File: src/rtl/log_uart_pkg.sv
// rtl/log_uart_pkg.sv - shared types, frame constants and byte builder for log_uart_tx (option macro: LOG_UART_TX_TIMESTAMP_EN)
package log_uart_pkg;

  localparam logic [7:0] SYNC_BYTE = 8'hA5;

`ifdef LOG_UART_TX_TIMESTAMP_EN
  localparam int FRAME_LEN = 9;
`else
  localparam int FRAME_LEN = 7;
`endif

  typedef enum logic [1:0] {
    IDLE,
    START,
    DATA,
    STOP
  } tx_state_t;

  typedef struct packed {
    logic [7:0]  id;
`ifdef LOG_UART_TX_TIMESTAMP_EN
    logic [15:0] ts;
`endif
    logic [31:0] data;
  } log_rec_t;

  // Byte idx of the frame for a record: sync, body bytes LSB first, then XOR of the body.
  function automatic logic [7:0] frame_byte(input log_rec_t rec, input logic [3:0] idx);
    logic [8*(FRAME_LEN-2)-1:0] body;
    logic [7:0] chk;
`ifdef LOG_UART_TX_TIMESTAMP_EN
    body = {rec.data, rec.ts, rec.id};
`else
    body = {rec.data, rec.id};
`endif
    chk = 8'h00;
    for (int i = 0; i < FRAME_LEN - 2; i++) begin
      chk = chk ^ body[8*i +: 8];
    end
    frame_byte = 8'hFF;
    if (idx == 4'd0) begin
      frame_byte = SYNC_BYTE;
    end else if (int'(idx) == FRAME_LEN - 1) begin
      frame_byte = chk;
    end else if (int'(idx) < FRAME_LEN - 1) begin
      frame_byte = body[8*(int'(idx)-1) +: 8];
    end
  endfunction

endpackage

File: src/rtl/log_fifo.sv
// rtl/log_fifo.sv - synchronous record FIFO with full/empty flags for log_uart_tx
module log_fifo #(
  parameter int WIDTH = 40,
  parameter int DEPTH = 4
) (
  input  logic             clk,
  input  logic             reset_i,
  input  logic             push,
  input  logic [WIDTH-1:0] wdata,
  input  logic             pop,
  output logic [WIDTH-1:0] rdata,
  output logic             full,
  output logic             empty
);

  localparam int AW = $clog2(DEPTH);

  logic [WIDTH-1:0] mem [DEPTH];
  logic [AW-1:0]    wr_ptr;
  logic [AW-1:0]    rd_ptr;
  logic [AW:0]      count;
  logic             do_push;
  logic             do_pop;

  assign do_push = push & !full;
  assign do_pop  = pop & !empty;
  assign full    = (count == (AW+1)'(DEPTH));
  assign empty   = (count == '0);
  assign rdata   = mem[rd_ptr];

  // Storage array; contents need no reset since count gates every read.
  always_ff @(posedge clk) begin
    if (do_push) begin
      mem[wr_ptr] <= wdata;
    end
  end

  // Pointers wrap naturally because DEPTH is a power of two; a flush just clears them.
  always_ff @(posedge clk) begin
    if (reset_i) begin
      wr_ptr <= '0;
      rd_ptr <= '0;
      count  <= '0;
    end else begin
      if (do_push) begin
        wr_ptr <= wr_ptr + AW'(1);
      end
      if (do_pop) begin
        rd_ptr <= rd_ptr + AW'(1);
      end
      count <= count + (AW+1)'(do_push) - (AW+1)'(do_pop);
    end
  end

endmodule

File: src/rtl/log_uart_tx.sv
// rtl/log_uart_tx.sv - debug-log record FIFO plus 8N1 checksummed frame serializer (option macro: LOG_UART_TX_TIMESTAMP_EN)
module log_uart_tx
  import log_uart_pkg::*;
#(
  parameter int CLK_DIV    = 16,
  parameter int FIFO_DEPTH = 4
) (
  input  logic        clk,
  input  logic        reset_i,
  input  logic        log_valid_i,
  output logic        log_ready_o,
  input  logic [7:0]  log_id_i,
  input  logic [31:0] log_data_i,
  output logic        tx_o,
  output logic        busy_o
);

  localparam int DIV_W = (CLK_DIV > 2) ? $clog2(CLK_DIV) : 1;

  tx_state_t        state;
  logic [DIV_W-1:0] div_cnt;
  logic [2:0]       bit_cnt;
  logic [3:0]       byte_idx;
  logic [7:0]       shift_reg;
  log_rec_t         frame_rec;
  log_rec_t         push_rec;
  log_rec_t         fifo_rdata;
  logic             fifo_full;
  logic             fifo_empty;
  logic             fifo_push;
  logic             fifo_pop;
  logic             div_done;

  // Ready ignores a same-cycle pop, so a full FIFO stalls one extra cycle.
  assign log_ready_o = !fifo_full & !reset_i;
  assign fifo_push   = log_valid_i & log_ready_o;
  assign fifo_pop    = (state == IDLE) & !fifo_empty;
  assign busy_o      = (state != IDLE) | !fifo_empty;
  assign div_done    = (div_cnt == DIV_W'(CLK_DIV - 1));

`ifdef LOG_UART_TX_TIMESTAMP_EN
  logic [15:0] ts_cnt;

  // Free-running cycle counter stamped onto each accepted record.
  always_ff @(posedge clk) begin
    if (reset_i) begin
      ts_cnt <= 16'h0000;
    end else begin
      ts_cnt <= ts_cnt + 16'd1;
    end
  end
`endif

  // Assemble the incoming record from the port fields.
  always_comb begin
    push_rec      = '0;
    push_rec.id   = log_id_i;
    push_rec.data = log_data_i;
`ifdef LOG_UART_TX_TIMESTAMP_EN
    push_rec.ts   = ts_cnt;
`endif
  end

  log_fifo #(
    .WIDTH($bits(log_rec_t)),
    .DEPTH(FIFO_DEPTH)
  ) u_fifo (
    .clk    (clk),
    .reset_i(reset_i),
    .push   (fifo_push),
    .wdata  (push_rec),
    .pop    (fifo_pop),
    .rdata  (fifo_rdata),
    .full   (fifo_full),
    .empty  (fifo_empty)
  );

  // Serializer FSM; tx_o is registered from the current state so the line lags the state by one cycle.
  always_ff @(posedge clk) begin
    if (reset_i) begin
      state     <= IDLE;
      div_cnt   <= '0;
      bit_cnt   <= '0;
      byte_idx  <= '0;
      shift_reg <= '0;
      frame_rec <= '0;
      tx_o      <= 1'b1;
    end else begin
      case (state)
        START:   tx_o <= 1'b0;
        DATA:    tx_o <= shift_reg[0];
        default: tx_o <= 1'b1;
      endcase

      case (state)
        IDLE: begin
          if (!fifo_empty) begin
            frame_rec <= fifo_rdata;
            byte_idx  <= '0;
            div_cnt   <= '0;
            state     <= START;
          end
        end
        START: begin
          if (div_done) begin
            div_cnt   <= '0;
            bit_cnt   <= '0;
            shift_reg <= frame_byte(frame_rec, byte_idx);
            state     <= DATA;
          end else begin
            div_cnt <= div_cnt + DIV_W'(1);
          end
        end
        DATA: begin
          if (div_done) begin
            div_cnt   <= '0;
            shift_reg <= {1'b0, shift_reg[7:1]};
            if (bit_cnt == 3'd7) begin
              bit_cnt <= '0;
              state   <= STOP;
            end else begin
              bit_cnt <= bit_cnt + 3'd1;
            end
          end else begin
            div_cnt <= div_cnt + DIV_W'(1);
          end
        end
        STOP: begin
          if (div_done) begin
            div_cnt <= '0;
            if (byte_idx == 4'(FRAME_LEN - 1)) begin
              byte_idx <= '0;
              state    <= IDLE;
            end else begin
              byte_idx <= byte_idx + 4'd1;
              state    <= START;
            end
          end else begin
            div_cnt <= div_cnt + DIV_W'(1);
          end
        end
        default: state <= IDLE;
      endcase
    end
  end

endmodule
File: config.mk
export PLATFORM = sky130hd
export DESIGN_NAME = log_uart_tx
export DESIGN_NICKNAME = d
export VERILOG_FILES = /design/src/rtl/log_uart_pkg.sv /design/src/rtl/log_fifo.sv /design/src/rtl/log_uart_tx.sv
export SDC_FILE = /design/constraint.sdc
export NUM_CORES = 1
export LEC_CHECK = 0
export BUFFER_PORTS_ARGS = -buffer_cell sky130_fd_sc_hd__buf_4
export CORE_MARGIN = 2
export CORE_UTILIZATION = 50
export DETAILED_ROUTE_END_ITERATION = 7
export PLACE_DENSITY = 0.78
export SLEW_MARGIN = 25
export SYNTH_ARGS = -nofsm -noshare
export SYNTH_HDL_FRONTEND = slang
export SYNTH_HIERARCHICAL = 1
export SYNTH_SLANG_ARGS = --single-unit
File: constraint.sdc
create_clock -name clk -period 6.1 [get_ports clk]
set_input_delay 0.915 -clock clk [delete_from_list [all_inputs] [get_ports clk]]
set_output_delay 0.915 -clock clk [all_outputs]
set_load 0.01 [all_outputs]
==> impl_results.md <==
* Most used DFF post-synth: edfxtp_1
* Vias per inst at 5.606
* Critical path peak fanout at 18
* Reg2Reg Depth at 6
* Unrepaired setup endpoints after global routing: false
* Worst reg2reg path startpoint: byte_idx[0]$_SDFFE_PP0P_
* Fraction of layout cells with a size suffix above 1 at 19.47%
* Crit path capture: shift_reg[6]$_SDFFE_PP0P_
* Max FFs per register at 160
* Synth Area in XOR/XNOR at 3.498%
* CTS H-tree depth at 1
* Layout area overhead at 12.21%
* Vias in the first global route at 5,611
* Drt pass-1 iters at 5
* Post-CTS Setup Repair Bufs at 0
* Simple-Gate Fraction of Synth Area at 8.144%
* Sw Pwr at 1.331 mW
* RePlAce Congestion at 0.8398
* Pleak at 3.638 nW
* 1st-iter DRT viols at 391
* Internal power at 3.273 mW
* Die Y at 143.2 um
* CP arrival at 3470 ps
* CTS max path bufs at 3
* Worst setup startpoint: byte_idx[0]$_SDFFE_PP0P_
* Synth async-reset ratio at 0%
* Synth Area in Adders at 2.659%
* Worst EP required at 6450 ps
* Most frequent cells in the layout: edfxtp_1, nand2_1, dfxtp_1
* # rows at 50
* Routed vias at 5,488
* IO Port Bufs at 45
* Ant diodes at 0
* Power density cells at 423.3 nW/um^2
* Residual overflow from global routing at 0
* Power share of the combinational group at 25.2%
* Leading area contributor after synthesis: edfxtp_1
* Hold_buf cts at 0
* FMAX at 320.7 MHz
* Pin count of the biggest net entering global routing at 74
* CTS buffer count at 23
* Initial Util at 51.31%
* Post-CTS sizing at 0
* Min-delay worst type: reg2reg
* Dpl hpwl at 10,940 um
* Headroom to the max-slew limit at 46.24%
* # clock sinks at 231
* IO Pins at 46
* Largest cells by area after synthesis: edfxtp_1, dfxtp_1, mux4_2, nand2_1, a21oi_1
* Compound-Gate Fraction of Synth Area at 6.673%
* Sequential Power Share at 44.5%
* Width of the die at 143.2 um
* Clock tree root driver cell: clkbuf_16
* Pins Over Slew Limit at 0
* Clk slew on worst S/H paths at 60 ps
* Total GRT Usage at 17.58%
* Worst-Margin Slew at 806.3 ps
* CTS tree: built
* Status: finished clean
* EDFF count, synth at 160
* Final period utilization at 51.12%
* Minimum clock period at 3118 ps
* Die area at 20,520 sq um
* WL final at 17,490 um
* Fillers at 1,437
* Net Sw Frac at 28.92%
* Synthesized flop and latch total at 231
* YS warnings at 6
* DRT antenna net count at 0
* Final hold vios at 0
* CP Capture Type: flip-flop
* Post-route cell area at 10,880 sq um
* Fin nets at 766
* WS Path Type: reg2reg
* CORE AREA at 18,890 sq um
* Largest family of logic cells by synthesized area: multiplexers
* WL/cell at 17.86 um
* Maximum VDD drop at 0.2454 mV
* Worst-skew pair later-pin latency at 500 ps
* DR DRC count at 0
* Most common cell after layout, fill and taps aside: edfxtp_1
* Setup total negative slack at 0 ps
* Post-synthesis cell count at 665
* Initial antenna violation count at 0
* Clock Skews at 10.92 ps
* Synthesized area at 9694 sq um
* Post-synthesis average cell area at 14.58 sq um
* Worst r2r dst: shift_reg[6]$_SDFFE_PP0P_
* CP Launch Type: flip-flop
* Yosys top cell area share at 49.56%
* Syn nets at 728
* Max Cap Viol at 0
* Post-synthesis mux area share at 11.47%
* Sequential fraction of the synthesis area at 64.22%
* Reg-to-reg setup timing slack at 2980 ps
* First-pass GRT wire length at 28,400 um
* Clock power share at 30.2%
* Area after DPL at 10,130 sq um
* Library cells used by synthesis at 58
* Final setup viols at 0
## area by class of cell
type / instances / area [sq um] / area share (%)
clock inverters: 11 / 123.9 / 1.139
multi-input cells: 383 / 3156 / 29.01
inverters: 15 / 56.30 / 0.5176
flip-flops and latches: 231 / 6227 / 57.25
repair buffers: 49 / 367.9 / 3.382
clock buffers: 30 / 621.8 / 5.717
well taps: 260 / 325.3 / 2.991
## stage by stage
| stage | instances | hold slack (ps) | util [%] | total power, mW | setup slack [ps] |
|---|---|---|---|---|---|
| 4_1_cts | 979 | 481.6 | 57.55 | 4.649 | 2966 |
| 6_report | 979 | 484.6 | 57.58 | 4.605 | 2982 |
| 2_1_floorplan | 665 | 442.6 | - | 3.018 | 3006 |
| 5_1_grt | 979 | 498.8 | 57.58 | 4.838 | 2751 |
| 3_3_place_gp | 938 | 467.5 | 53.60 | 3.206 | 2775 |
| 3_5_place_dp | 938 | 473.8 | 53.60 | 3.254 | 2657 |
## layer usage
metal	vias up	share of wire, %	track usage [%]
li1	2558	-	-
met1	2742	42	22.46
met2	152	50	30.77
met3	36	4.7	2.716
met4	0	3.0	5.986
met5	-	0	0
## Yosys cell counts, types with 4 or more instances
cell and count:
nand2_1 89, inv_1 15, mux4_2 44, buf_12 4
nor3_1 13, xor2_1 9, buf_2 5, and3_1 4
o21ai_0 11, nand3b_1 5, edfxtp_1 160, a21oi_1 55
clkbuf_1 17, ha_1 19, and2_1 9, a211oi_1 5
buf_4 4, a221oi_1 4, mux2i_1 11, nand2b_1 4
xnor2_1 24, dfxtp_1 71, buf_6 6, nor2_1 28
## cells by family (layout without fill, tap and decap cells)
logic type	after synthesis	in the layout
flops	231	231
xor+xnor	35	35
simple gates	170	170
compound gates	102	102
fa+ha+maj	20	20
mux	56	56
buf+inv	51	105
## critical path, stage by stage, from the launching register on
cell and delay [ps]:
dfxtp_1 780, inv_1 310, ha_1 810, mux4_2 580, a221oi_1 270, o31a_1 180
nor3_1 40
## worst min-delay path by stage
| stage | start | endpoint | slack [ps] | depth (start not counted) |
|---|---|---|---|---|
| floorplan | shift_reg[0]$_SDFFE_PP0P_ | tx_o$_SDFF_PP1_ | 440 | 2 |
| global placement | u_fifo/rd_ptr[1]$_SDFFE_PP0P_ | u_fifo/rd_ptr[1]$_SDFFE_PP0P_ | 470 | 2 |
| detailed placement | frame_rec[35]$_SDFFE_PP0P_ | frame_rec[35]$_SDFFE_PP0P_ | 470 | 2 |
| CTS | frame_rec[35]$_SDFFE_PP0P_ | frame_rec[35]$_SDFFE_PP0P_ | 480 | 2 |
| global route | frame_rec[35]$_SDFFE_PP0P_ | frame_rec[35]$_SDFFE_PP0P_ | 500 | 2 |
| finish | frame_rec[35]$_SDFFE_PP0P_ | frame_rec[35]$_SDFFE_PP0P_ | 480 | 2 |
## power by group through the flow
stage                     clock, mW  sequential (mW)  combinational (mW)
after floorplan                   0             2.02               0.996
after CTS                      1.42             2.05                1.18
final                          1.39             2.05                1.16
after global placement            0             2.07                1.14
after global routing           1.48             2.07                1.29
after detailed placement          0             2.08                1.17
Power figures use the tool's default switching activity.
